$ cat config.mk
export PLATFORM = sky130hd
export DESIGN_NAME = tc_mult_arbiter
export DESIGN_NICKNAME = d
export VERILOG_FILES = /design/src/rtl/tc_mult_pkg.sv /design/src/rtl/tc_mult_rr_arbiter.sv /design/src/rtl/tc_mult_arbiter.sv
export SDC_FILE = /design/constraint.sdc
export NUM_CORES = 1
export LEC_CHECK = 0
export BUFFER_PORTS_ARGS = -buffer_cell sky130_fd_sc_hd__buf_2
export CORE_UTILIZATION = 35
export CTS_CLUSTER_SIZE = 12
export DETAILED_ROUTE_END_ITERATION = 16
export SLEW_MARGIN = 20
export SYNTH_ARGS = -nofsm -noshare
export SYNTH_HDL_FRONTEND = slang
export SYNTH_SLANG_ARGS = --single-unit
$ cat constraint.sdc
create_clock -name ap_clk -period 8.6 [get_ports ap_clk]
set_input_delay 0 -clock ap_clk [delete_from_list [all_inputs] [get_ports ap_clk]]
set_output_delay 0 -clock ap_clk [all_outputs]
set_load 0.005 [all_outputs]
$ cat src/rtl/tc_mult_pkg.sv
// Shared widths and the product helper for the shared TrackletCalculator multiplier.
// The package is used by tc_mult_rr_arbiter and by tc_mult_arbiter.
package tc_mult_pkg;

   localparam int A_W    = 17;   // signed operand a
   localparam int B_W    = 10;   // unsigned operand b
   localparam int P_W    = 26;   // product width; wider results wrap
   localparam int STAT_W = 16;   // statistics counter width

   // Low P_W bits of signed(a) * signed({1'b0,b}).
   // The low P_W bits of a product depend only on the low P_W bits of each
   // operand. Extending both operands to P_W (a sign-extended, b zero-extended)
   // and keeping a P_W-bit product therefore gives the same wrapped result as
   // the full-width signed multiply.
   function automatic logic [P_W-1:0] mul_p(input logic [A_W-1:0] a,
                                            input logic [B_W-1:0] b);
      logic [P_W-1:0] a_ext;
      logic [P_W-1:0] b_ext;
      a_ext = {{(P_W-A_W){a[A_W-1]}}, a};
      b_ext = {{(P_W-B_W){1'b0}}, b};
      return a_ext * b_ext;
   endfunction

endpackage

$ cat src/rtl/tc_mult_rr_arbiter.sv
// Round-robin arbiter for tc_mult_arbiter.
// The search starts one position past the pointer. The grant is gated by the
// enable input; the encoded index is always the search winner.
module tc_mult_rr_arbiter
   import tc_mult_pkg::*;
#(
   parameter int NREQ = 4
) (
   input  logic [NREQ-1:0]         req_i,
   input  logic                    en_i,
   input  logic [$clog2(NREQ)-1:0] ptr_i,
   output logic [NREQ-1:0]         grant_o,
   output logic [$clog2(NREQ)-1:0] idx_o
);

   localparam int ID_W = $clog2(NREQ);

   // Find the first valid request at (ptr+1), (ptr+2), ... with wraparound
   always_comb begin
      logic            found;
      logic [ID_W-1:0] cand;
      found   = 1'b0;
      cand    = '0;
      grant_o = '0;
      idx_o   = '0;
      for (int k = 1; k <= NREQ; k++) begin
         cand = ID_W'((int'(ptr_i) + k) % NREQ);
         if (!found && req_i[cand]) begin
            found = 1'b1;
            idx_o = cand;
         end
      end
      if (found && en_i) begin
         grant_o[idx_o] = 1'b1;
      end
   end

endmodule

$ cat src/rtl/tc_mult_arbiter.sv
// Shared multiplier scheduler. Several requesters share one pipelined
// 17x10 signed*unsigned multiplier. Results return in grant order and carry
// the id and tag of the requester.
// Optional statistics counters are built only when TC_MULT_ARB_STATS_EN is
// defined. Otherwise the stat ports are tied to zero.
module tc_mult_arbiter
   import tc_mult_pkg::*;
#(
   parameter int NREQ  = 4,
   parameter int LAT   = 3,
   parameter int TAG_W = 7
) (
   input  logic                      ap_clk,
   input  logic                      ap_rst_n,
   input  logic [NREQ-1:0]           req_valid,
   output logic [NREQ-1:0]           req_ready,
   input  logic [NREQ*A_W-1:0]       req_a,
   input  logic [NREQ*B_W-1:0]       req_b,
   input  logic [NREQ*TAG_W-1:0]     req_tag,
   output logic                      res_valid,
   input  logic                      res_ready,
   output logic [$clog2(NREQ)-1:0]   res_id,
   output logic [TAG_W-1:0]          res_tag,
   output logic [P_W-1:0]            res_p,
   output logic [NREQ*STAT_W-1:0]    stat_grant_cnt,
   output logic [STAT_W-1:0]         stat_stall_cnt
);

   localparam int ID_W = $clog2(NREQ);

   // One pipeline stage. The product is formed when the request enters
   // stage 0, and the later stages only delay it.
   typedef struct packed {
      logic             valid;
      logic [ID_W-1:0]  id;
      logic [TAG_W-1:0] tag;
      logic [P_W-1:0]   p;
   } stage_t;

   logic            en;
   logic [NREQ-1:0] grant;
   logic [ID_W-1:0] grant_idx;
   logic            hs_any;
   logic [ID_W-1:0] ptr_q, ptr_d;
   logic [A_W-1:0]  a_sel;
   logic [B_W-1:0]  b_sel;
   logic [TAG_W-1:0] tag_sel;
   stage_t          stage_in_d;
   stage_t          stage_q [LAT];

   // The whole pipeline freezes while a result waits for the consumer.
   assign en = !(res_valid && !res_ready);

   tc_mult_rr_arbiter #(.NREQ(NREQ)) u_arb (
      .req_i   (req_valid),
      .en_i    (en),
      .ptr_i   (ptr_q),
      .grant_o (grant),
      .idx_o   (grant_idx)
   );

   // No grants while reset is held.
   assign req_ready = grant & {NREQ{ap_rst_n}};
   assign hs_any    = |req_ready;

   assign a_sel   = req_a[int'(grant_idx)*A_W +: A_W];
   assign b_sel   = req_b[int'(grant_idx)*B_W +: B_W];
   assign tag_sel = req_tag[int'(grant_idx)*TAG_W +: TAG_W];

   // Build the record that enters stage 0: the granted request, or a bubble.
   always_comb begin
      stage_in_d = '0;
      if (hs_any) begin
         stage_in_d.valid = 1'b1;
         stage_in_d.id    = grant_idx;
         stage_in_d.tag   = tag_sel;
         stage_in_d.p     = mul_p(a_sel, b_sel);
      end
   end

   // The pointer moves to the winner on a handshake and holds otherwise.
   always_comb begin
      ptr_d = ptr_q;
      if (hs_any) begin
         ptr_d = grant_idx;
      end
   end

   // Pointer register. After reset it points at NREQ-1, so requester 0 is
   // searched first.
   always_ff @(posedge ap_clk or negedge ap_rst_n) begin
      if (!ap_rst_n) begin
         ptr_q <= ID_W'(NREQ - 1);
      end else begin
         ptr_q <= ptr_d;
      end
   end

   for (genvar gi = 0; gi < LAT; gi++) begin : g_stage
      if (gi == 0) begin : g_first
         // Stage 0 captures the product of the granted operands.
         always_ff @(posedge ap_clk or negedge ap_rst_n) begin
            if (!ap_rst_n) begin
               stage_q[gi] <= '0;
            end else if (en) begin
               stage_q[gi] <= stage_in_d;
            end
         end
      end else begin : g_delay
         // Delay stages let synthesis retime the product into the DSP.
         always_ff @(posedge ap_clk or negedge ap_rst_n) begin
            if (!ap_rst_n) begin
               stage_q[gi] <= '0;
            end else if (en) begin
               stage_q[gi] <= stage_q[gi-1];
            end
         end
      end
   end

   assign res_valid = stage_q[LAT-1].valid;
   assign res_id    = stage_q[LAT-1].id;
   assign res_tag   = stage_q[LAT-1].tag;
   assign res_p     = stage_q[LAT-1].p;

`ifdef TC_MULT_ARB_STATS_EN
   logic [STAT_W-1:0] grant_cnt_q [NREQ];
   logic [STAT_W-1:0] stall_cnt_q;

   for (genvar gi = 0; gi < NREQ; gi++) begin : g_grant_cnt
      // Count accepted requests per requester. The counter wraps at 0xFFFF.
      always_ff @(posedge ap_clk or negedge ap_rst_n) begin
         if (!ap_rst_n) begin
            grant_cnt_q[gi] <= '0;
         end else if (req_ready[gi]) begin
            grant_cnt_q[gi] <= grant_cnt_q[gi] + STAT_W'(1);
         end
      end
      assign stat_grant_cnt[gi*STAT_W +: STAT_W] = grant_cnt_q[gi];
   end

   // Count cycles where a result is blocked by the consumer.
   always_ff @(posedge ap_clk or negedge ap_rst_n) begin
      if (!ap_rst_n) begin
         stall_cnt_q <= '0;
      end else if (res_valid && !res_ready) begin
         stall_cnt_q <= stall_cnt_q + STAT_W'(1);
      end
   end
   assign stat_stall_cnt = stall_cnt_q;
`else
   assign stat_grant_cnt = '0;
   assign stat_stall_cnt = '0;
`endif

endmodule

==> flow_summary.toml <==
[cts]
ctsRootBufferMaster = "clkbuf_16"
post-cts-setup-buffer-count = 0
cts_tree = "done"
htreeDepth = 3
clock-sinks = 110
cts_resized = 0
cts_hold_buf = 1
cts_buffers = 9
cts_buffer_depth = 2
clock_latency_ns = 0.36
path_clk_slew_ns = 0.07

[detailed_routing]
post_drt_wl_per_cell_um = 14.06
via_count = 9142
drt_iter0_markers = 496
avgViaCountPerCell = 4.610
drc = 0
antenna_left = 0
routed_wl_um = 27890
first_pass_iters = 5

[global_routing]
grt_pass1_wl_um = 47100
grt-ovfl-total = 0
grt_usage_pct = 16.43
grt_max_degree = 86
antenna_found_initial = 1
grt_pass1_vias = 9450

[timing]
fin_crit_sh_pct = 90.34
rsz0062_at_grt = "false"
tns_ns = 0
hold_viol = 0
fmax_mhz = 128.7
layout_setup_ws_ns = 0.8304
finalMaxSlewViolations = 0
holdWs_ns = 0.01647
max_slew_margin_pct = 28.94
worst_slew_pin_slew_ns = 1.062
clock_skew_ns = 0.007654
period_minus_slack_ns = 7.770
setup_viol = 0

[synthesis]
synth_top_cell_by_area = "fa_1"
synth_cell_type_count = 53
syn_area_sq_mm = 0.01218
ys.warnings.count = 0
synth_ff_type = "dfrtp_1"
seq_area_frac_synth_pct = 22.62
syn_avg_cell_area_sq_um = 8.700
synth_edf_count = 0
synth_seq_cells = 110
synth.area.top_cells = "fa_1, dfrtp_1, nand2_1"
yosysTopAreaCellShare_pct = 23.83
netlist_instances = 1400
synthArstFlopShare_pct = 100.0

[layout]
drive_above_1_share_pct = 16.49
seq_area_sq_mm = 0.002755
area_delta_synth_final_pct = 9.697
fill_cells = 3507
multiInputGateArea_sq_mm = 0.007891
fin_nets = 1875
layout_commonest_cell = "nand2_1"
final_cell_mix = "nand2_1, inv_1, buf_2"
stdcell_area_sq_mm = 0.01336

[critical_path]
regToRegEndpoint = "stage_q[97]"
worstPathRequired_ns = 8.83
start_kind = "flop"
rrSetupSlack_ns = 0.83
worst_path_max_delay_cell = "o21ai_1"
end_kind = "flop"
crit_start = "ptr_q[1]"
r2r-start = "ptr_q[1]"
path_buf_inv = 4
worstSetupPathType = "reg -> reg"
critical_path.top_delay_family = "compound AO/OA/AOI/OAI gates"
ff2ff_path_depth = 24
worstPathArrival_ns = 8.00
cp_num_cells = 24
critPathCapture = "stage_q[97]"
crit_chain = "nand3b_2 > a31oi_4 > mux2_2 > o21ai_1 > inv_1 > nand2_1 > fa_1 > fa_1 > inv_1 > fa_1 > fa_1 > inv_1 > fa_1 > inv_1 > ha_1 > a21o_1 > a221o_1 > a221oi_1 > o21ai_1 > o41ai_1 > o21ai_0 > o311a_1 > a22oi_1 > o31ai_1"
crit_top_cell = "fa_1"
critPathMaxFanout = 18
critPathMaxStageDelay_ns = 0.65

[floorplan]
design.core.area_sq_mm = 0.03387
die_w_um = 188.6
start_util_pct = 35.96
ios = 263
rows = 67
dieHeight_um = 188.6
dieArea_sq_mm = 0.03555

[status]
status = "complete, no violations"

[place]
gp_congestion = 0.8732
placed_area_sq_mm = 0.01305
dp_hpwl_um = 23050
numPortBuffers = 182
dp_slack_ns = 0.8601

[run]
maxCapViolCount = 0

[hold_path]
hp-class = "in -> reg"
hold_depth = 4
worst min-delay path by stage:
| stage | start | end |
|---|---|---|
| after floorplan | ap_rst_n | res_id[0] |
| after global placement | ap_rst_n | res_tag[4] |
| after detailed placement | ap_rst_n | res_tag[3] |
| after CTS | req_tag[18] | stage_q[102] |
| after global routing | req_tag[3] | stage_q[101] |
| final | req_tag[18] | stage_q[102] |
kinds of logic after synthesis:
group / after synthesis / synth area share (%)
buffers and inverters: 372 / 15.20
flip-flops: 110 / 22.62
AO/OA/AOI/OAI: 104 / 5.783
other: 1 / 0.03079
multiplexers: 104 / 8.896
AND/OR/NAND/NOR: 476 / 15.40
XOR/XNOR: 30 / 2.280
adder cells (fa/ha/maj): 203 / 29.79
Yosys cell counts, drive strengths merged, types with 2 or more instances:
cell / number
nor2: 103
and3: 3
xor2: 11
a31oi: 4
o21ai: 31
o21bai: 5
nand4: 2
a211oi: 4
nor3b: 2
fa: 145
o21a: 2
dfrtp: 108
xnor2: 19
nand3: 4
a32o: 8
a21oi: 20
dfstp: 2
mux2: 25
nor3: 7
a21o: 9
or2: 2
clkbuf: 30
ha: 58
o311ai: 2
nand2b: 7
a22o: 7
mux2i: 79
inv: 208
nand2: 335
nor2b: 5
o31ai: 3
and2: 4
buf: 133
through the flow:
stage	utilization, %	cells
CTS	39.45	1982
floorplan	-	1479
global placement	38.53	1965
finish	39.45	1983
detailed placement	38.53	1965
global route	39.45	1982
registers in the layout, summed over array words and instances, names as in the netlist:
signal	count
res_id	2
res_p	26
ptr_q	2
stage_q	72
res_tag	7
res_valid	1
worst min-delay path, delay by kind of cell:
| family | cells | cell delay (ns) |
|---|---|---|
| simple gates | 1 | 0.06 |
| compound gates | 1 | 0.15 |
| mux | 1 | 0.05 |
| buf+inv | 1 | 0.08 |
cell type report:
class | count | area share [%]
antenna | 1 | 0.01873
clock buffer | 10 | 1.789
clock inverter | 6 | 0.4682
inverter | 209 | 5.871
multi-input combinational | 997 | 59.06
sequential | 110 | 20.62
tap | 448 | 4.195
timing repair buffer | 202 | 7.978
layer usage:
layer  GRT usage (%)  up-vias  routed length [um]
met5               0        -                   0
met4           4.032        0                 502
met3           1.900       39                 958
met2           28.58      205               13850
met1           21.67     4506               12580
li1                -     4392                   -
Power is not shown: default switching activity piles up to over one toggle a cycle in this logic, so the estimate is an artifact.
